[src/rtl/ttt_turn_controller.sv]
// Tic-tac-toe game sequencer: validates moves, drives the grid write port,
// alternates turns with an optional per-turn timeout, and reports win/draw.
module ttt_turn_controller #(
  parameter int TIMEOUT_CYCLES = 0,
  parameter int TMR_W          = 32
) (
  input  logic        clk,
  input  logic        rst,
  input  logic        start,
  input  logic        move_valid,
  input  logic [3:0]  move_pos,
  input  logic [17:0] board,
  output logic [3:0]  position,
  output logic        sel,
  output logic        pl,
  output logic        board_clr,
  output logic        turn,
  output logic        illegal,
  output logic        timeout,
  output logic        game_over,
  output logic [1:0]  winner
);

  typedef enum logic [2:0] {
    S_IDLE,
    S_WAIT_MOVE,
    S_WRITE,
    S_CHECK,
    S_DONE
  } state_t;

  localparam logic             TMO_EN   = (TIMEOUT_CYCLES != 0);
  localparam logic [TMR_W-1:0] TMO_LAST = TMR_W'((TIMEOUT_CYCLES == 0) ? 0 : TIMEOUT_CYCLES - 1);

  state_t           state_q, state_d;
  logic [3:0]       pos_q, pos_d;
  logic             sel_q, sel_d;
  logic             pl_q, pl_d;
  logic             clr_q, clr_d;
  logic             turn_q, turn_d;
  logic             illegal_q, illegal_d;
  logic             timeout_q, timeout_d;
  logic             over_q, over_d;
  logic [1:0]       winner_q, winner_d;
  logic [3:0]       moves_q, moves_d;
  logic [TMR_W-1:0] timer_q, timer_d;

  logic [1:0]  my_code;
  logic [15:0] empty_mask;
  logic [8:0]  mine;
  logic        line_win;
  logic        move_ok;
  logic        move_bad;
  logic        tmo_hit;

  // Player codes on the grid: player0 = 01, player1 = 10.
  assign my_code = {turn_q, ~turn_q};

  // Indices 9..15 read as occupied so out-of-range requests are rejected.
  assign empty_mask[15:9] = '0;

  genvar gi;
  generate
    for (gi = 0; gi < 9; gi++) begin : g_cell
      assign empty_mask[gi] = (board[2*gi +: 2] == 2'b00);
      assign mine[gi]       = (board[2*gi +: 2] == my_code);
    end
  endgenerate

  assign line_win = (mine[0] & mine[1] & mine[2]) |
                    (mine[3] & mine[4] & mine[5]) |
                    (mine[6] & mine[7] & mine[8]) |
                    (mine[0] & mine[3] & mine[6]) |
                    (mine[1] & mine[4] & mine[7]) |
                    (mine[2] & mine[5] & mine[8]) |
                    (mine[0] & mine[4] & mine[8]) |
                    (mine[2] & mine[4] & mine[6]);

  assign move_ok  = move_valid && (move_pos <= 4'd8) && empty_mask[move_pos];
  assign move_bad = move_valid && !move_ok;
  assign tmo_hit  = TMO_EN && (timer_q == TMO_LAST);

  always_comb begin
    state_d   = state_q;
    pos_d     = pos_q;
    sel_d     = 1'b0;
    pl_d      = pl_q;
    clr_d     = 1'b0;
    turn_d    = turn_q;
    illegal_d = 1'b0;
    timeout_d = 1'b0;
    over_d    = over_q;
    winner_d  = winner_q;
    moves_d   = moves_q;
    timer_d   = timer_q;

    case (state_q)
      S_IDLE, S_DONE: begin
        if (start) begin
          clr_d    = 1'b1;
          turn_d   = 1'b0;
          moves_d  = '0;
          timer_d  = '0;
          winner_d = 2'b00;
          over_d   = 1'b0;
          state_d  = S_WAIT_MOVE;
        end
      end
      S_WAIT_MOVE: begin
        timer_d = timer_q + 1'b1;
        if (move_ok) begin
          pos_d   = move_pos;
          sel_d   = 1'b1;
          pl_d    = turn_q;
          timer_d = '0;
          state_d = S_WRITE;
        end else begin
          // A rejected move and a timeout may both fire in the same cycle.
          illegal_d = move_bad;
          if (tmo_hit) begin
            timeout_d = 1'b1;
            turn_d    = ~turn_q;
            timer_d   = '0;
          end
        end
      end
      S_WRITE: begin
        state_d = S_CHECK;
      end
      S_CHECK: begin
        moves_d = moves_q + 4'd1;
        if (line_win) begin
          winner_d = my_code;
          over_d   = 1'b1;
          state_d  = S_DONE;
        end else if (moves_q + 4'd1 == 4'd9) begin
          winner_d = 2'b11;
          over_d   = 1'b1;
          state_d  = S_DONE;
        end else begin
          turn_d  = ~turn_q;
          state_d = S_WAIT_MOVE;
        end
      end
      default: begin
        state_d = S_IDLE;
      end
    endcase
  end

  always_ff @(posedge clk or negedge rst) begin
    if (!rst) begin
      state_q   <= S_IDLE;
      pos_q     <= '0;
      sel_q     <= 1'b0;
      pl_q      <= 1'b0;
      clr_q     <= 1'b0;
      turn_q    <= 1'b0;
      illegal_q <= 1'b0;
      timeout_q <= 1'b0;
      over_q    <= 1'b0;
      winner_q  <= 2'b00;
      moves_q   <= '0;
      timer_q   <= '0;
    end else begin
      state_q   <= state_d;
      pos_q     <= pos_d;
      sel_q     <= sel_d;
      pl_q      <= pl_d;
      clr_q     <= clr_d;
      turn_q    <= turn_d;
      illegal_q <= illegal_d;
      timeout_q <= timeout_d;
      over_q    <= over_d;
      winner_q  <= winner_d;
      moves_q   <= moves_d;
      timer_q   <= timer_d;
    end
  end

  assign position  = pos_q;
  assign sel       = sel_q;
  assign pl        = pl_q;
  assign board_clr = clr_q;
  assign turn      = turn_q;
  assign illegal   = illegal_q;
  assign timeout   = timeout_q;
  assign game_over = over_q;
  assign winner    = winner_q;

endmodule

[config.mk]
export PLATFORM = sky130hd
export DESIGN_NAME = ttt_turn_controller
export DESIGN_NICKNAME = d
export VERILOG_FILES = /design/src/rtl/ttt_turn_controller.sv
export SDC_FILE = /design/constraint.sdc
export NUM_CORES = 1
export LEC_CHECK = 0
export BUFFER_PORTS_ARGS = -buffer_cell sky130_fd_sc_hd__buf_4
export CORE_MARGIN = 1.5
export CORE_UTILIZATION = 40
export DETAILED_ROUTE_END_ITERATION = 16
export PLACE_DENSITY = 0.65
export SETUP_SLACK_MARGIN = 0.4
export SLEW_MARGIN = 20
export SYNTH_ARGS = -nofsm -noshare
export SYNTH_HDL_FRONTEND = slang
export SYNTH_SLANG_ARGS = --single-unit
[constraint.sdc]
create_clock -name clk -period 2.35 [get_ports clk]
set_input_delay 0.235 -clock clk [delete_from_list [all_inputs] [get_ports clk]]
set_output_delay 0.235 -clock clk [all_outputs]
set_load 0.05 [all_outputs]
# After elaboration in Yosys (flattened, before gate mapping)
# Cells that the tools add are included.
classes:
  n_shift: 0
  n_eq_ne: 19
  n_reduce_logical: 21
  n_addsub: 1
  mux: 26
  bitwise_logic: 24
  div: 0
  n_lt_le_gt_ge: 2
  multipliers: 0
op_table:
  columns: ["cell", "n"]
  rows:
  - ["2-bit == test", 9]
  - ["2-bit zero test", 9]
  - ["1-bit AND", 16]
  - ["1-bit two-way mux", 12]
  - ["3-bit two-way mux", 4]
  - ["3-bit one-hot mux with 4 select lines", 1]
  - ["2-bit != test (second input constant)", 4]
  - ["4-bit one-hot mux with 2 select lines", 1]
  - ["1-bit OR", 7]
  - ["3-bit by 2-bit == test with 1-bit output (second input constant)", 2]
  - ["2-bit two-way mux", 3]
  - ["2-bit AND reduction", 3]
  - ["4-bit by 5-bit less-than comparator with 1-bit output (second input constant)", 1]
  - ["4-bit by 1-bit adder with 4-bit output (second input constant)", 1]
  - ["1-bit binary-select mux with 4-bit select", 1]
  - ["4-bit == test (second input constant)", 1]
  - ["4-bit <= comparator (second input constant)", 1]
  - ["4-bit two-way mux", 1]
  - ["1-bit one-hot mux with 2 select lines", 2]
  - ["2-bit one-hot mux with 2 select lines", 1]
  - ["4-bit AND reduction", 1]
  - ["3-bit by 1-bit == test with 1-bit output (second input constant)", 1]
  - ["3-bit == test (second input constant)", 1]
  - ["1-bit logical AND", 3]
  - ["7 further kinds", 7]
word_totals:
  mem_count: 0
  inputBits: 26
  output_inout_bits: 13
  reg_bits: 19
  latchBits: 0
  ram_bits: 0
  rom_bits: 0

# Depth between registers and ports, before layout
# Gate-level depths: netlist (run 1).
logic_depth:
  word_depth: 13
  depth_mapped: 7
  depth_no_buf: 6

# Least setup slack after synthesis (run 1)
# No wires, ideal clock.
synth_path:
  kind: "register to register"
  from: "register turn_q (netlist: turn)"
  to: "register winner_q[0] (netlist: winner[0])"
  path_buffers: 0
  arrival_time_ps: 1847
  period_less_slack_ps: 1970
  path_stages_with_launch: 7
  slack_ps: 380
  cell_sequence: "dfrtp_1 > or3b_2 > o32ai_1 > o31ai_1 > nand4_1 > o21a_1 > o221a_2"
synth_via:
  elab_chain_cells: 13
  word_cells_on_any_way: 37
synth_rtl:
  columns: ["element", "line_no", "text"]
  rows:
  - ["from (decl)", "40", "logic turn_q, turn_d;"]
  - ["from (signal assigned)", "171", "turn_q <= turn_d;"]
  - ["1-bit inverter", "57", "assign my_code = {turn_q, ~turn_q};"]
  - ["2-bit == test", "66", "assign mine[gi] = (board[2*gi +: 2] == my_code);"]
  - ["1-bit AND (on tied branches) (2 in series)", "70, 71", null]
  - ["1-bit OR", "70", "assign line_win = (mine[0] & mine[1] & mine[2]) |"]
  - ["1-bit OR", "71", "(mine[3] & mine[4] & mine[5]) |"]
  - ["1-bit OR", "72", "(mine[6] & mine[7] & mine[8]) |"]
  - ["1-bit OR", "73", "(mine[0] & mine[3] & mine[6]) |"]
  - ["1-bit OR", "74", "(mine[1] & mine[4] & mine[7]) |"]
  - ["1-bit OR", "75", "(mine[2] & mine[5] & mine[8]) |"]
  - ["1-bit OR", "76", "(mine[0] & mine[4] & mine[8]) |"]
  - ["3-bit != test (no source line) / 2-bit two-way mux (equally long branches)", null, null]
  - ["3-bit AND reduction (no source line) / 2-bit one-hot mux with 2 select lines (equally long branches)", null, null]
  - ["to (signal assigned)", "175", "winner_q <= winner_d;"]
  - ["to (decl)", "44", "logic [1:0] winner_q, winner_d;"]
# Parallel ways exist; a longest one is shown, timed or not.
# A chain may end at the register's enable or synchronous reset.

# Final worst setup path (run 1)
# Same ends and word-level chain as after synthesis.

==> impl_metrics.yaml, run 1 <==
hold_path:
  min_path_cells: 2
  hp-class: "primary input to flop"
  hold_start: "move_pos[2]"
  min_to: "position[2]$_DFFE_PN0P_"
setup_path:
  reg2reg_depth: 6
  slowest_delay_ps: 520
  path_class: "flop to flop"
  r2r_slack_ps: 410
  critical_path.max_fanout: 7
  path_cells: "or3b_2 -> o22ai_1 -> o22ai_1 -> nand4_1 -> o21a_1 -> o221a_2"
  crit_path_top_delay_cell: "or3b_2"
  cp.required_ps: 2590
  arrival_ps: 2180
  cpMostUsedCell: "o22ai_1"
  startpoint_type: "flop"
  r2r-end: "winner[0]$_DFFE_PN0P_"
  critPathCaptureType: "flop"
  reg2reg_from: "turn$_DFFE_PN0P_"
synthesis:
  yosysSeqAreaShare: 0.3850
  synth_top_area_cell: "dfrtp_1"
  synthTopCellsByArea: "dfrtp_1 39%, nand2b_1 5.1%, mux2_2 4.6%, o22ai_1 3.5%, nand3b_1 3.0%"
  synthFlopType: "dfrtp_1"
  synth_nets: 154
  syn_inst: 126
  synth_top_area_frac: 0.3850
  syn_area_sq_um: 1235
  synth_edf_count: 0
  synth.most_common_cell: "dfrtp_1"
  yosys_warnings: 0
  synth_seq_cells: 19
  netlist_top_cells_count: "19 x dfrtp_1, 10 x nand2b_1, 10 x nor2_1, 9 x nand2_1"
  syn_avg_cell_area_sq_um: 9.801
  synth_cell_types: 42
  async_reset_ff_frac: 1.000
final_layout:
  drive_above_1_share: 0.3663
  utilization: 0.5689
  fill_cells: 264
  n_antenna_cell: 0
  stdcell_area_sq_um: 1623
  fin_nets: 201
  syn2layout_area_growth_pct: 31.41
placement:
  gp_routability_congestion: 0.8106
  postPlaceCellArea_sq_um: 1538
  dpl.hpwl_mm: 2.339
  port_buffers: 37
global_routing:
  grt-ovfl-total: 0
  grt_use_met3: 0.03956
  gr-usage-met2: 0.3274
  grt_start_max_net_pins: 20
  grt_pass1_wl_mm: 5.099
  grt_pass1_vias: 1116
  grt_use_total: 0.1969
  grt_busiest_layer: "met2"
  antenna_found_initial: 0
  met1_usage: 0.2622
sta:
  fin_worst_skew_ps: 3.361
  period_minus_slack_ps: 1940
  holdWs_ps: 214.3
  rsz0062_at_grt: "true"
  fmax_mhz: 515.4
  setup-violations-final: 0
  drv_slew: 0
  tns_ps: 0
  hold_viol: 0
  finalCritPeriodShare: 0.8257
routing:
  vias: 1173
  drc: 0
  firstDrtPassIters: 4
  wl_per_cell_microns: 14.83
  drtIter0Drc: 44
  drt-total-wl_mm: 3.010
  ant_nets: 0
  via_per_inst: 5.778
pwr:
  intPower_uw: 837.3
  leakagePower_uw: 0.0007490
  cellPowerDensity_nw_per_um2: 954.1
  power_frac_seq: 0.339
  switching_share: 0.4593
  power_switching_uw: 711.1
  combinationalPowerShare: 0.555
  ir_drop_mv: 0.8033
  clkPwrFrac: 0.107
clock_network:
  clockRootBuffer: "clkbuf_4"
  numCtsBuffers: 3
  clk_pin_slew_ps: 110
  clock_path_buffers: 2
  htreeDepth: 1
  clk_latency_ps: 300
  cts_tree: "done"
  cts_sinks: 19
floorplanning:
  rows: 19
  initial_utilization: 0.4329
  die_area_sq_um: 3430
  io-pin-count: 39
  die_width_microns: 58.57
  die_h_microns: 58.57
  core_sq_um: 2853
outcome:
  status: "finished clean"
run:
  maxCapViolCount: 0
-- worst max path at each step --
stage / start / endpoint / depth (start not counted)
2_1_floorplan: turn$_DFFE_PN0P_ / turn$_DFFE_PN0P_ / 7
3_3_place_gp: board[14] / position[2]$_DFFE_PN0P_ / 6
3_5_place_dp: move_pos[0] / state_q[0]$_DFFE_PN0P_ / 6
4_1_cts: turn$_DFFE_PN0P_ / winner[0]$_DFFE_PN0P_ / 6
5_1_grt: turn$_DFFE_PN0P_ / winner[0]$_DFFE_PN0P_ / 7
6_report: turn$_DFFE_PN0P_ / winner[0]$_DFFE_PN0P_ / 6
-- flip-flops by register name (all words and copies together), names as in the netlist, 2 cells and up --
| register | count |
|---|---|
| position | 4 |
| winner | 2 |
| moves_q | 4 |
| state_q | 3 |
-- final cells by class --
class | instances | area [sq um] | share of cell area
well taps | 31 | 38.79 | 0.02390
repair buffers | 44 | 336.6 | 0.2074
inverters | 6 | 22.52 | 0.01388
flip-flops and latches | 19 | 476.7 | 0.2938
clock buffers | 4 | 26.28 | 0.01619
multi-input cells | 99 | 721.9 | 0.4449
-- critical path, delay by kind of cell (launching register included) --
| family | cells | cell delay, ps |
|---|---|---|
| AOI/OAI and AO/OA | 4 | 740 |
| and+or+nand+nor | 2 | 690 |
| DFF | 1 | 470 |
-- routing by layer --
metal,share of wire,wire (microns)
met5,0,0
met4,0.014,43
met3,0.053,161
met2,0.48,1454
met1,0.45,1351
-- cell families (layout without fill, tap and decap cells) --
| family | Yosys count | after routing | synth area share |
|---|---|---|---|
| other | 1 | 1 | 0.003037 |
| AOI/OAI and AO/OA | 31 | 31 | 0.1935 |
| xor gates and xnor gates | 2 | 2 | 0.01419 |
| and+or+nand+nor | 55 | 55 | 0.2705 |
| DFF | 19 | 19 | 0.3850 |
| muxes | 8 | 8 | 0.08308 |
| adders and majority gates | 2 | 2 | 0.02026 |
| buffers and inverters | 8 | 54 | 0.03039 |
-- power by group through the flow --
| stage | Clock, uW | Combinational [uW] | Sequential, uW |
|---|---|---|---|
| 6_report | 165 | 859 | 524 |
| 5_1_grt | 189 | 925 | 543 |
| 4_1_cts | 170 | 829 | 528 |
| 3_5_place_dp | 0 | 783 | 542 |
| 3_3_place_gp | 0 | 768 | 539 |
| 2_1_floorplan | 0 | 288 | 784 |
-- per-stage QoR --
stage / worst slack, ps / std cells / total power [uW]
global route: 322.7 / 203 / 1657
finish: 409.6 / 203 / 1548
CTS: 417.4 / 201 / 1528
floorplan: 527.5 / 126 / 1073
global placement: 402.0 / 192 / 1307
detailed placement: 367.7 / 192 / 1325
-- layout by cell type (no fill, tap or decap), drive strengths merged, types with 2 or more instances in the layout --
cell and count:
o21a 2, o221a 2, inv 6, or3b 4, dfrtp 19, nand2b 10
ha 2, buf 43, nor3b 4, o21ai 7, mux2 5, nand3b 5
o22ai 7, nand3 4, nor3 4, nand2 9, clkbuf 4, mux2i 2
nor2 10
-- timing repair --
action | in CTS | in global routing
resized for setup | 0 | 7
endpoints found under the hold margin | 19 | 0
pin swaps | 1 | 5
endpoints found under the setup margin | 2 | 4
buffers inserted | 4 | 2
hold buffers | 1 | 0
Note: power is estimated with default switching activity, not from simulation.
==> run 2: changes to the inputs <==
PLACE_DENSITY = 0.68   (was 0.65)
clock period = 1.6 ns   (was 2.35 ns; I/O delays follow)
==> run 2 against run 1 <==
The flow now finishes with violations (negative setup slack); register-to-register slack got worse by 660 ps; global-route usage rose by 0.98 points; final cell count rose by 13%; flip-flop and latch count did not move; largest power group unchanged.
==> impl_metrics.yaml, run 2 (same netlist as run 1, synthesis figures left out) <==
setup_path:
  r2r_slack_ps: -250
  critPathCaptureType: "flop"
  critical_path.max_fanout: 8
  r2r-end: "winner[1]$_DFFE_PN0P_"
  reg2reg_depth: 7
  arrival_ps: 2060
  cp.required_ps: 1810
  reg2reg_from: "turn$_DFFE_PN0P_"
  path_class: "flop to flop"
  startpoint_type: "flop"
routing:
  firstDrtPassIters: 4
  drc: 0
  drt-total-wl_mm: 3.599
  ant_nets: 0
  drtIter0Drc: 30
  via_per_inst: 5.487
  wl_per_cell_microns: 15.65
  vias: 1262
final_layout:
  final_cell_mix: "59 x buf_4, 18 x dfrtp_1, 9 x nand2b_1, 9 x buf_6"
  fill_cells: 215
  drive_above_1_share: 0.5528
  syn2layout_area_growth_pct: 63.93
  layout_commonest_cell: "buf_4"
  n_antenna_cell: 0
  stdcell_area_sq_um: 2024
  fin_nets: 228
global_routing:
  grt_use_total: 0.2067
  grt_use_met3: 0.01978
  grt_start_max_net_pins: 20
  grt_pass1_vias: 1254
  gr-usage-met2: 0.3451
  met1_usage: 0.2677
  grt_busiest_layer: "met2"
  antenna_found_initial: 0
  grt-ovfl-total: 0
  grt_pass1_wl_mm: 5.423
placement:
  dp_slack_ps: -251.5
  dpl.hpwl_mm: 2.438
  port_buffers: 37
  postPlaceCellArea_sq_um: 1745
  gp_routability_congestion: 0.8197
floorplanning:
  core_sq_um: 2853
  die_area_sq_um: 3430
  die_width_microns: 58.57
  die_h_microns: 58.57
  rows: 19
  io-pin-count: 39
  initial_utilization: 0.4329
clock_network:
  clk_latency_ps: 310
  clock_path_buffers: 2
  clockRootBuffer: "clkbuf_4"
  cts_sinks: 19
  clk_pin_slew_ps: 110
  htreeDepth: 1
  cts_tree: "done"
  numCtsBuffers: 3
outcome:
  status: "complete, but fails checks"
  violations: "negative setup slack"
hold_path:
  min_to: "board_clr$_DFF_PN0_"
  hp-class: "primary input to flop"
  min_path_cells: 3
  hold_start: "start"
sta:
  finalCritPeriodShare: 1.159
  period_minus_slack_ps: 1854
  hold_viol: 0
  drv_slew: 0
  holdWs_ps: 99.86
  fmax_mhz: 539.4
  setup_ws_ps: -254.0
  rsz0062_at_grt: "true"
  setup-violations-final: 6
  fin_worst_skew_ps: 1.653
pwr:
  cellPowerDensity_nw_per_um2: 1339
  ir_drop_mv: 0.6687
  leakagePower_uw: 0.0009470
run:
  maxCapViolCount: 0
==> run 2: changes by cell type in the layout (fill, tap and decap cells not counted), moves of 5 or more <==
cell	delta
mux2_4	+5
mux2_2	-5
buf_4	+17
buf_6	+8
==> run 2: worst max path at each step <==
stage                             end        startpoint  slack [ps]  cells after the start
2_1_floorplan        turn$_DFFE_PN0P_  turn$_DFFE_PN0P_        -210                      7
3_3_place_gp   state_q[0]$_DFFE_PN0P_       move_pos[0]        -250                      6
3_5_place_dp   state_q[0]$_DFFE_PN0P_       move_pos[0]        -250                      6
4_1_cts        state_q[0]$_DFFE_PN0P_  turn$_DFFE_PN0P_        -230                      8
5_1_grt              turn$_DFFE_PN0P_  turn$_DFFE_PN0P_        -400                      7
6_report        winner[1]$_DFFE_PN0P_  turn$_DFFE_PN0P_        -250                      7
==> run 2: repair_timing <==
action / CTS / global route
hold buffers: 1 / 0
resized for setup: 30 / 15
endpoints found under the setup margin: 18 / 18
hold endpoints to repair: 19 / 0
buffers inserted: 7 / 2
pin swaps: 10 / 3
==> run 2: per-stage QoR <==
| step | instances | util | total power [uW] | TNS, ps |
|---|---|---|---|---|
| after floorplan | 126 | - | 1631 | -1384 |
| after global placement | 216 | 0.6118 | 2113 | -2441 |
| after detailed placement | 216 | 0.6118 | 2135 | -2595 |
| after CTS | 228 | 0.6768 | 2613 | -1162 |
| after global routing | 230 | 0.7096 | 2847 | -2037 |
| final | 230 | 0.7096 | 2711 | -1332 |
==> run 2: where the power goes <==
| group | total (uW) | leakage (uW) | internal, uW | switching [uW] |
|---|---|---|---|---|
| clock | 257 | 0.0000150 | 97.4 | 159 |
| combinational | 1700 | 0.000685 | 781 | 923 |
| sequential | 751 | 0.000247 | 638 | 113 |
| total | 2710 | 0.000947 | 1520 | 1200 |
==> run 2: area by class of cell <==
cell class,count,area [sq um],share of cell area
repair buffers,71,589.3,0.2911
multi-input cells,99,870.8,0.4302
clock buffers,4,26.28,0.01298
flip-flops and latches,19,476.7,0.2355
well taps,31,38.79,0.01916
inverters,6,22.52,0.01112
==> run 2: per-layer routing <==
layer,part of all wire,routed length (microns)
met1,0.43,1554
met2,0.52,1858
met3,0.033,117
met4,0.019,69
met5,0,0
==> run 2: critical path: stages, from the launching register on <==
cell and delay (ps):
dfrtp_2 480, buf_6 160, nand3b_1 110, o22ai_2 80, o22ai_1 170, nand4_1 190, o21a_1 280, o221a_2 280
==> run 3: changes to the inputs <==
PLACE_DENSITY = 0.78   (was 0.68)
==> run 3 against run 2 <==
The flow still finishes with violations (negative setup slack); worst setup slack worse by 16 ps; global-route usage is 2.7 points higher; maximum frequency is 0.88% lower; count of clock-buffer cells in the layout is 1 lower; final cell count is 1.7% higher; flip-flop and latch count stayed put; utilization is 1.9 points higher; clock skew is 9.0 ps higher; clock power hardly changed; critical path type unchanged; critical endpoint is now winner[0]$_DFFE_PN0P_.
==> impl_metrics.yaml, run 3 (same netlist as run 1, synthesis figures left out) <==
routing:
  via_per_inst: 5.564
  drtIter0Drc: 44
  topRoutingLayerUsed: "met4"
  drc: 0
  firstDrtPassIters: 4
  wl_met2_mm: 2.059
  wl_per_cell_microns: 15.97
  vias: 1302
  drt-total-wl_mm: 3.736
  ant_nets: 0
  wl_met3_microns: 222
  wirelength_met1_mm: 1.383
clock_network:
  cts_tree: "done"
  cts_sinks: 19
  htreeDepth: 1
  clock_path_buffers: 2
  clk_latency_ps: 320
  numCtsBuffers: 3
  clk_pin_slew_ps: 120
  clockRootBuffer: "clkbuf_4"
final_layout:
  syn2layout_area_growth_pct: 68.29
  final_cell_mix: "57 x buf_4, 18 x dfrtp_1, 15 x buf_6, 10 x nand2b_1, 8 x nand2_1"
  n_antenna_cell: 0
  stdcell_count: 234
  utilization: 0.7285
  fin_nets: 232
  drive_above_1_share: 0.5862
  stdcell_area_sq_um: 2078
  fill_cells: 212
  layout_commonest_cell: "buf_4"
outcome:
  status: "complete, but fails checks"
  violations: "negative setup slack"
sta:
  fin_worst_skew_ps: 10.69
  drv_slew: 0
  finalCritPeriodShare: 1.169
  period_minus_slack_ps: 1870
  hold_viol: 0
  fmax_mhz: 534.6
  setup_ws_ps: -270.5
  rsz0062_at_grt: "true"
  setup-violations-final: 6
  holdWs_ps: 113.3
setup_path:
  cp.required_ps: 1810
  critical_path.top_delay_family: "compound AO/OA/AOI/OAI gates"
  slowest_delay_ps: 390
  critPathCaptureType: "flop"
  startpoint_type: "flop"
  critical_path.max_fanout: 7
  arrival_ps: 2080
  crit_path_top_delay_cell: "dfrtp_2"
  path_cells: "buf_6 -> or3b_4 -> o32ai_2 -> o31ai_1 -> nand4_1 -> o21a_1 -> o221a_2"
  worst-path-buf-inv: 1
  path_class: "flop to flop"
floorplanning:
  rows: 19
  die_area_sq_um: 3430
  die_h_microns: 58.57
  core_sq_um: 2853
  initial_utilization: 0.4329
  io-pin-count: 39
  die_width_microns: 58.57
placement:
  port_buffers: 37
  gp_routability_congestion: 0.7604
  placed_cells: 219
  dpl.hpwl_mm: 2.752
  postPlaceCellArea_sq_um: 1768
global_routing:
  grt_pass1_wl_mm: 6.113
  grt_use_total: 0.2334
  grt-ovfl-total: 0
  antenna_found_initial: 0
  grt_pass1_vias: 1413
  grt_start_max_net_pins: 20
pwr:
  ir_drop_mv: 0.6175
  leakagePower_uw: 0.0009650
  cellPowerDensity_nw_per_um2: 1325
hold_path:
  hp-class: "primary input to flop"
run:
  maxCapViolCount: 0
[run 3: cell count changes in the layout (fill, tap and decap cells not counted), moves of 2 or more]
| cell | delta |
|---|---|
| buf_6 | +6 |
| inv_1 | -2 |
| nor2_1 | -3 |
| buf_4 | -2 |
| inv_2 | +2 |
| nor2_4 | +2 |
[run 3: worst register-to-register path, delay by kind of cell, from the launching register on]
kind | cells | cell delay, ps
simple gates | 2 | 370
buf+inv | 1 | 130
compound gates | 4 | 880
flops | 1 | 390
[run 3: worst paths after layout]
kind | startpoint | endpoint | slack (ps) | cells after the start
min in group asynchronous | rst | moves_q[3]$_DFFE_PN0P_ | 240 | 2
max in group asynchronous | rst | turn$_DFFE_PN0P_ | 1130 | 2
max | turn$_DFFE_PN0P_ | winner[0]$_DFFE_PN0P_ | -270 | 7
max reg2reg | turn$_DFFE_PN0P_ | winner[0]$_DFFE_PN0P_ | -270 | 7
min | move_pos[2] | position[2]$_DFFE_PN0P_ | 110 | 2
min reg2reg | game_over$_DFFE_PN0P_ | game_over$_DFFE_PN0P_ | 500 | 1
[run 3: per-stage QoR]
stage          TNS [ps]  setup slack, ps  total power, uW
2_1_floorplan     -1384           -207.3             1631
3_3_place_gp      -2017           -211.5             2081
3_5_place_dp      -3033           -271.0             2139
4_1_cts           -1077           -227.3             2681
5_1_grt           -1669           -332.8             2892
6_report          -1319           -270.5             2753
[run 3: layout make-up]
type / instances / area [sq um] / share of cell area
Clock buffer: 3 / 22.52 / 0.01084
Clock inverter: 1 / 5.005 / 0.002408
Inverter: 6 / 22.52 / 0.01084
Multi-Input combinational cell: 99 / 875.8 / 0.4214
Sequential cell: 19 / 476.7 / 0.2294
Tap cell: 31 / 38.79 / 0.01866
Timing Repair Buffer: 75 / 636.9 / 0.3064
[run 3: what timing repair did]
| item | 4_1_cts | 5_1_grt |
|---|---|---|
| endpoints found under the setup margin | 19 | 19 |
| setup buffers | 9 | 1 |
| endpoints found under the hold margin | 19 | 0 |
| cloned | 0 | 0 |
| pin swaps | 13 | 5 |
| hold buffers | 1 | 0 |
| resized for setup | 42 | 18 |
[run 3: power by group]
part           total, uW  leakage (uW)  internal (uW)  switching, uW
registers            750      0.000247            638            112
logic               1750      0.000700            800            949
clock network        255     0.0000177           93.7            161
total               2750      0.000965           1530           1220
[run 3: layer usage]
| metal | global-route usage | vias to the layer above |
|---|---|---|
| met1 | 0.2645 | 616 |
| met5 | 0 | - |
| met2 | 0.4270 | 59 |
| li1 | - | 620 |
| met3 | 0.01978 | 7 |
| met4 | 0.1296 | 0 |
